`config.mk`:
```
export PLATFORM = sky130hd
export DESIGN_NAME = cc_collision_scanner
export DESIGN_NICKNAME = d
export VERILOG_FILES = /design/src/rtl/cc_collision_scanner.sv
export SDC_FILE = /design/constraint.sdc
export NUM_CORES = 1
export LEC_CHECK = 0
export BUFFER_PORTS_ARGS = -buffer_cell sky130_fd_sc_hd__clkbuf_2
export CAP_MARGIN = 10
export CORE_MARGIN = 5
export CORE_UTILIZATION = 45
export CTS_BUF_LIST = sky130_fd_sc_hd__clkbuf_8
export DETAILED_ROUTE_END_ITERATION = 8
export GPL_TIMING_DRIVEN = 0
export PLACE_DENSITY_LB_ADDON = 0.1
export SYNTH_ARGS = -nofsm -noshare
export SYNTH_HDL_FRONTEND = slang
export SYNTH_SLANG_ARGS = --single-unit
```
`constraint.sdc`:
```
create_clock -name CC_COLLISION_SCANNER_CLOCK_50 -period 4.9 [get_ports CC_COLLISION_SCANNER_CLOCK_50]
set_clock_uncertainty 0.15 [all_clocks]
set_input_delay 0.245 -clock CC_COLLISION_SCANNER_CLOCK_50 [delete_from_list [all_inputs] [get_ports CC_COLLISION_SCANNER_CLOCK_50]]
set_output_delay 0.245 -clock CC_COLLISION_SCANNER_CLOCK_50 [all_outputs]
set_load 0.01 [all_outputs]
```
`src/rtl/cc_collision_scanner.sv`:
```
// cc_collision_scanner: sequential row-by-row collision scan of a
// background matrix against a point (sprite) matrix.
//
// Ports:
//   CC_COLLISION_SCANNER_CLOCK_50     in   clock, rising edge
//   CC_COLLISION_SCANNER_RESET_InLow  in   async active-low reset
//   CC_COLLISION_SCANNER_START_In     in   scan request (IDLE only)
//   CC_COLLISION_SCANNER_BACK_InBUS   in   background, row r at [r*DW +: DW]
//   CC_COLLISION_SCANNER_POINT_InBUS  in   point matrix, same packing
//   CC_COLLISION_SCANNER_BUSY_Out     out  high while scanning
//   CC_COLLISION_SCANNER_DONE_Out     out  one-cycle result-valid pulse
//   CC_COLLISION_SCANNER_OutLow       out  0 = collision in last scan
//   CC_COLLISION_SCANNER_ROW_Out      out  lowest colliding row (0 if none)
//   CC_COLLISION_SCANNER_COUNT_Out    out  number of colliding rows
//
// Optional macro COLLISION_SCANNER_EARLYEXIT_EN: stop at the first
// colliding row (COUNT is then 1). Default: full scan.

module cc_collision_scanner #(
    parameter int COLLISION_SCANNER_DATAWIDTH = 8,
    parameter int COLLISION_SCANNER_ROWS      = 8,
    localparam int DW       = COLLISION_SCANNER_DATAWIDTH,
    localparam int ROWS     = COLLISION_SCANNER_ROWS,
    localparam int ROWIDX_W = $clog2(COLLISION_SCANNER_ROWS),
    localparam int COUNT_W  = $clog2(COLLISION_SCANNER_ROWS + 1)
) (
    input  logic                 CC_COLLISION_SCANNER_CLOCK_50,
    input  logic                 CC_COLLISION_SCANNER_RESET_InLow,
    input  logic                 CC_COLLISION_SCANNER_START_In,
    input  logic [ROWS*DW-1:0]   CC_COLLISION_SCANNER_BACK_InBUS,
    input  logic [ROWS*DW-1:0]   CC_COLLISION_SCANNER_POINT_InBUS,
    output logic                 CC_COLLISION_SCANNER_BUSY_Out,
    output logic                 CC_COLLISION_SCANNER_DONE_Out,
    output logic                 CC_COLLISION_SCANNER_OutLow,
    output logic [ROWIDX_W-1:0]  CC_COLLISION_SCANNER_ROW_Out,
    output logic [COUNT_W-1:0]   CC_COLLISION_SCANNER_COUNT_Out
);

    generate
        if (ROWS < 2 || ROWS > 64) begin : gBadRows
            $error("COLLISION_SCANNER_ROWS must be in 2..64");
        end
    endgenerate

    typedef enum logic [1:0] {
        IDLE = 2'd0,
        SCAN = 2'd1,
        DONE = 2'd2
    } state_t;

    localparam logic [ROWIDX_W-1:0] LAST_ROW = ROWIDX_W'(ROWS - 1);

    logic clk;
    logic rst_n;

    assign clk   = CC_COLLISION_SCANNER_CLOCK_50;
    assign rst_n = CC_COLLISION_SCANNER_RESET_InLow;

    state_t state;
    state_t stateNext;

    logic [DW-1:0]       backMem  [ROWS];
    logic [DW-1:0]       pointMem [ROWS];
    logic [ROWIDX_W-1:0] ptr;
    logic [COUNT_W-1:0]  cntAcc;
    logic [ROWIDX_W-1:0] firstRow;
    logic                hitSeen;

    logic                outLowReg;
    logic [ROWIDX_W-1:0] rowReg;
    logic [COUNT_W-1:0]  countReg;

    logic                rowHit;
    logic                lastRow;
    logic                scanEnd;
    logic [COUNT_W-1:0]  cntNext;
    logic [ROWIDX_W-1:0] firstNext;

    // Evaluation of the snapshot row under the pointer.
    assign rowHit  = |(backMem[ptr] & pointMem[ptr]);
    assign lastRow = (ptr == LAST_ROW);
    assign cntNext = cntAcc + COUNT_W'(rowHit);

    // Only the first hit latches its row index.
    assign firstNext = (rowHit && !hitSeen) ? ptr : firstRow;

`ifdef COLLISION_SCANNER_EARLYEXIT_EN
    assign scanEnd = lastRow | rowHit;
`else
    assign scanEnd = lastRow;
`endif

    // State register.
    always_ff @(posedge clk or negedge rst_n) begin
        if (!rst_n) begin
            state <= IDLE;
        end else begin
            state <= stateNext;
        end
    end

    // Next-state logic.
    always_comb begin
        stateNext = state;
        unique case (state)
            IDLE: begin
                if (CC_COLLISION_SCANNER_START_In) begin
                    stateNext = SCAN;
                end
            end
            SCAN: begin
                if (scanEnd) begin
                    stateNext = DONE;
                end
            end
            DONE: begin
                stateNext = IDLE;
            end
            default: begin
                stateNext = IDLE;
            end
        endcase
    end

    // State-decoded outputs.
    always_comb begin
        CC_COLLISION_SCANNER_BUSY_Out = 1'b0;
        CC_COLLISION_SCANNER_DONE_Out = 1'b0;
        unique case (state)
            SCAN:    CC_COLLISION_SCANNER_BUSY_Out = 1'b1;
            DONE:    CC_COLLISION_SCANNER_DONE_Out = 1'b1;
            default: ;
        endcase
    end

    // Snapshot capture and scan accumulators.
    always_ff @(posedge clk or negedge rst_n) begin
        if (!rst_n) begin
            for (int r = 0; r < ROWS; r++) begin
                backMem[r]  <= '0;
                pointMem[r] <= '0;
            end
            ptr      <= '0;
            cntAcc   <= '0;
            firstRow <= '0;
            hitSeen  <= 1'b0;
        end else begin
            unique case (state)
                IDLE: begin
                    if (CC_COLLISION_SCANNER_START_In) begin
                        for (int r = 0; r < ROWS; r++) begin
                            backMem[r]  <=
                                CC_COLLISION_SCANNER_BACK_InBUS[r*DW +: DW];
                            pointMem[r] <=
                                CC_COLLISION_SCANNER_POINT_InBUS[r*DW +: DW];
                        end
                        ptr      <= '0;
                        cntAcc   <= '0;
                        firstRow <= '0;
                        hitSeen  <= 1'b0;
                    end
                end
                SCAN: begin
                    cntAcc   <= cntNext;
                    firstRow <= firstNext;
                    hitSeen  <= hitSeen | rowHit;
                    // Pointer parks on the final row so it never
                    // runs past ROWS-1.
                    if (!scanEnd) begin
                        ptr <= ptr + ROWIDX_W'(1);
                    end
                end
                default: ;
            endcase
        end
    end

    // Results publish on the edge entering DONE, folding in the
    // row evaluated on that same edge.
    always_ff @(posedge clk or negedge rst_n) begin
        if (!rst_n) begin
            outLowReg <= 1'b1;
            rowReg    <= '0;
            countReg  <= '0;
        end else if (state == SCAN && scanEnd) begin
            outLowReg <= ~(hitSeen | rowHit);
            rowReg    <= firstNext;
            countReg  <= cntNext;
        end
    end

    assign CC_COLLISION_SCANNER_OutLow      = outLowReg;
    assign CC_COLLISION_SCANNER_ROW_Out     = rowReg;
    assign CC_COLLISION_SCANNER_COUNT_Out   = countReg;

endmodule

```
==> results.sh <==
export IMPL_cts_tree="done"
export IMPL_final_cell_area_um2=8750
export IMPL_synth_top_family_by_area="multiplexers"
export IMPL_hold_path_endpoint="cntAcc[2]"
export IMPL_reg2reg_depth=11
export IMPL_layout_drive_gt1_share_pct=34.3
export IMPL_synth_commonest_cells="dfrtp_1 (148), mux2_1 (77), mux2_2 (52)"
export IMPL_setup_slack_ns=2.02
export IMPL_switching_share_pct=31.2
export IMPL_io_buffers=140
export IMPL_drc=0
export IMPL_yosys_warnings=0
export IMPL_placed_area_um2=7050
export IMPL_r2r_slack_ns=2.02
export IMPL_grt_pass1_wl_um=24900
export IMPL_grt_use_met2_pct=33.9
export IMPL_finalNetCount=837
export IMPL_setup_violations=0
export IMPL_clock_latency_ns=0.44
export IMPL_cp_arrival_ns=3.06
export IMPL_met3_usage_pct=5.42
export IMPL_numCtsBuffers=17
export IMPL_grt_busiest_layer="met2"
export IMPL_fin_util_pct=66.1
export IMPL_cp_end_kind="flip-flop"
export IMPL_hold_class="in -> reg"
export IMPL_synthSimpleGateAreaFrac_pct=3.61
export IMPL_seq_power_share_pct=47.3
export IMPL_cp_common_cell="ha_1"
export IMPL_synth_cell_types=47
export IMPL_grt_setup_unrepaired="no"
export IMPL_avgSynthCellArea_um2=14.8
export IMPL_clk_path_buf_depth=2
export IMPL_crit_chain="a222oi_1, nand3_1, o221ai_1, a21oi_2, or2_1, buf_6, ha_1, ha_1, nand2b_1, o21ai_0, a22o_1"
export IMPL_finalWeightedCongestion=0.803
export IMPL_cts_sinks=149
export IMPL_dr_first_iter_drc_count=187
export IMPL_synth_area_leaders="dfrtp_1 (61%), mux2_1 (14%), mux2_2 (9.6%)"
export IMPL_r2r_start="pointMem[34]"
export IMPL_synthCells=413
export IMPL_synth_area_leader_cell="dfrtp_1"
export IMPL_htreeDepth=4
export IMPL_viasPerCell=5.02
export IMPL_clk_pin_slew_worst_paths_ns=0.08
export IMPL_p_int_w=0.00321
export IMPL_hold_viol_final=0
export IMPL_finalMaxSlewViolations=0
export IMPL_core_area_um2=13200
export IMPL_synth_seq_cells=149
export IMPL_grt_pass1_vias=5025
export IMPL_critPathKind="reg -> reg"
export IMPL_critical_path_max_stage_delay_ns=0.41
export IMPL_min_period_ns=2.88
export IMPL_setup_tns_final_ns=0
export IMPL_power_density_nw_per_um2=533
export IMPL_n_antenna_cell=0
export IMPL_ys_seq_area_share_pct=61.2
export IMPL_hold_path_startpoint="CC_COLLISION_SCANNER_START_In"
export IMPL_drtAntennaViolNets=0
export IMPL_synthAdderAreaFrac_pct=0.821
export IMPL_die_x_um=126
export IMPL_max_cap_violations=0
export IMPL_p_clk_share_pct=20.6
export IMPL_first_pass_iters=4
export IMPL_r2r_end="cntAcc[2]"
export IMPL_areaGrowthSynthToFinish_pct=43.6
export IMPL_grt_met1_usage_pct=23.9
export IMPL_cp_required_ns=5.08
export IMPL_slew_headroom_pct=57.0
export IMPL_io_pins=141
export IMPL_synth_mux_area_share_pct=23.8
export IMPL_grt_total_usage_pct=19.7
export IMPL_syn_cell_area_um2=6090
export IMPL_min_path_cells=3
export IMPL_static_leakage_power_nw=4.03
export IMPL_routed_wl_um=14900
export IMPL_start_util_pct=46.0
export IMPL_grt_max_degree=77
export IMPL_synth_top_area_share_pct=60.8
export IMPL_place_ws_ns=2.04
export IMPL_status="completed"
export IMPL_p_comb_share_pct=32.1
export IMPL_dieArea_um2=16000
export IMPL_synth_edf_count=0
export IMPL_dieHeight_um=126
export IMPL_rows=42
export IMPL_fmax_mhz=347
export IMPL_post_drt_wl_per_cell_um=16.7
export IMPL_syn_nets=548
export IMPL_async_reset_ff_share_pct=100
export IMPL_vias=4471
export IMPL_cts_resized=0
export IMPL_cts_root_buf="clkbuf_8"
export IMPL_synthXorXnorAreaFrac_pct=0.144
export IMPL_slowest_stage="a222oi_1"
export IMPL_overflow=0
export IMPL_p_switching_w=0.00146
export IMPL_irDropWorstVdd_mv=0.350
export IMPL_antenna_found_initial=0
export IMPL_synth_most_common_cell="dfrtp_1"
export IMPL_layoutNonFillerInstCount=891
export IMPL_timing_final_crit_share_pct=58.8
export IMPL_hpwl_um=9670
export IMPL_dp_cells=730
export IMPL_ys_flop_type="dfrtp_1"
export IMPL_synth_compound_area_share_pct=8.69
export IMPL_critPathLaunchType="flip-flop"
export IMPL_worst_pin_slew_ns=0.645
export IMPL_cp_max_fo=7
## repair_timing
| item | 4_1_cts | 5_1_grt |
|---|---|---|
| hold endpoints to repair | 200 | 0 |
| setup buffers | 0 | 0 |
| hold buffers | 129 | 0 |
## layer usage
metal / routed length, µm / vias to the layer above / part of all wire, %
li1: - / 2111 / -
met1: 6220 / 2205 / 42
met2: 7560 / 123 / 51
met3: 757 / 32 / 5.1
met4: 330 / 0 / 2.2
met5: 0 / - / 0
## cells by family (layout without fill, tap and decap cells)
group	after synthesis	count (layout)
flops	149	149
buf+inv	21	323
simple gates	44	44
compound gates	65	65
xor+xnor	1	1
fa+ha+maj	4	4
mux	129	129
## critical path: cells and delay by family (launching register included)
kind	cells	cell delay (ns)
adders and majority gates	2	0.40
and+or+nand+nor	3	0.52
AOI/OAI and AO/OA	5	1.17
buffers and inverters	1	0.14
DFF	1	0.39
## sequential cells by signal (all words and copies together), names as in the netlist
name and count:
backMem 64, pointMem 64, CC_COLLISION_SCANNER_COUNT_Out 4, cntAcc 4, CC_COLLISION_SCANNER_ROW_Out 3, firstRow 3, ptr 3, state 2
CC_COLLISION_SCANNER_OutLow 1, hitSeen 1
## placed cells by master (no fill, tap or decap), types with 8 or more instances in the layout
cell type / count
dfrtp_1: 148
mux2_1: 77
dlygate4sd3_1: 129
clkbuf_2: 139
a22oi_1: 16
buf_2: 13
nand2_1: 16
mux2_2: 52
a222oi_1: 8
clkbuf_8: 19
## power by group through the flow
stage	sequential [W]	combinational (W)	clock, W
after CTS	0.00220	0.00152	0.000989
after floorplan	0.00211	0.00107	0
final	0.00221	0.00150	0.000962
after detailed placement	0.00222	0.00143	0
after global routing	0.00228	0.00168	0.00104
after global placement	0.00220	0.00138	0
## stage by stage
step	total power (W)	hold slack [ns]
CTS	0.00471	0.110
floorplan	0.00319	-0.201
detailed placement	0.00365	0.155
global route	0.00499	0.151
finish	0.00467	0.153
global placement	0.00357	0.310
## worst max-delay path by stage
stage / startpoint / endpoint / slack (ns)
CTS: pointMem[34] / cntAcc[2] / 2.01
detailed placement: pointMem[34] / cntAcc[2] / 2.04
global route: pointMem[42] / cntAcc[2] / 1.79
floorplan: ptr[0] / cntAcc[2] / 2.46
global placement: CC_COLLISION_SCANNER_RESET_InLow / backMem[48] / 0.99
finish: pointMem[34] / cntAcc[2] / 2.02
## layout make-up
class	instances	area, µm²
multi-input cells	243	2260
well taps	176	220
flip-flops and latches	149	3730
clock buffers	18	248
clock inverters	14	161
plain buffers	17	87.6
fillers	997	4490
inverters	4	15.0
repair buffers	270	2030
Note: power is estimated with default switching activity, not from simulation.
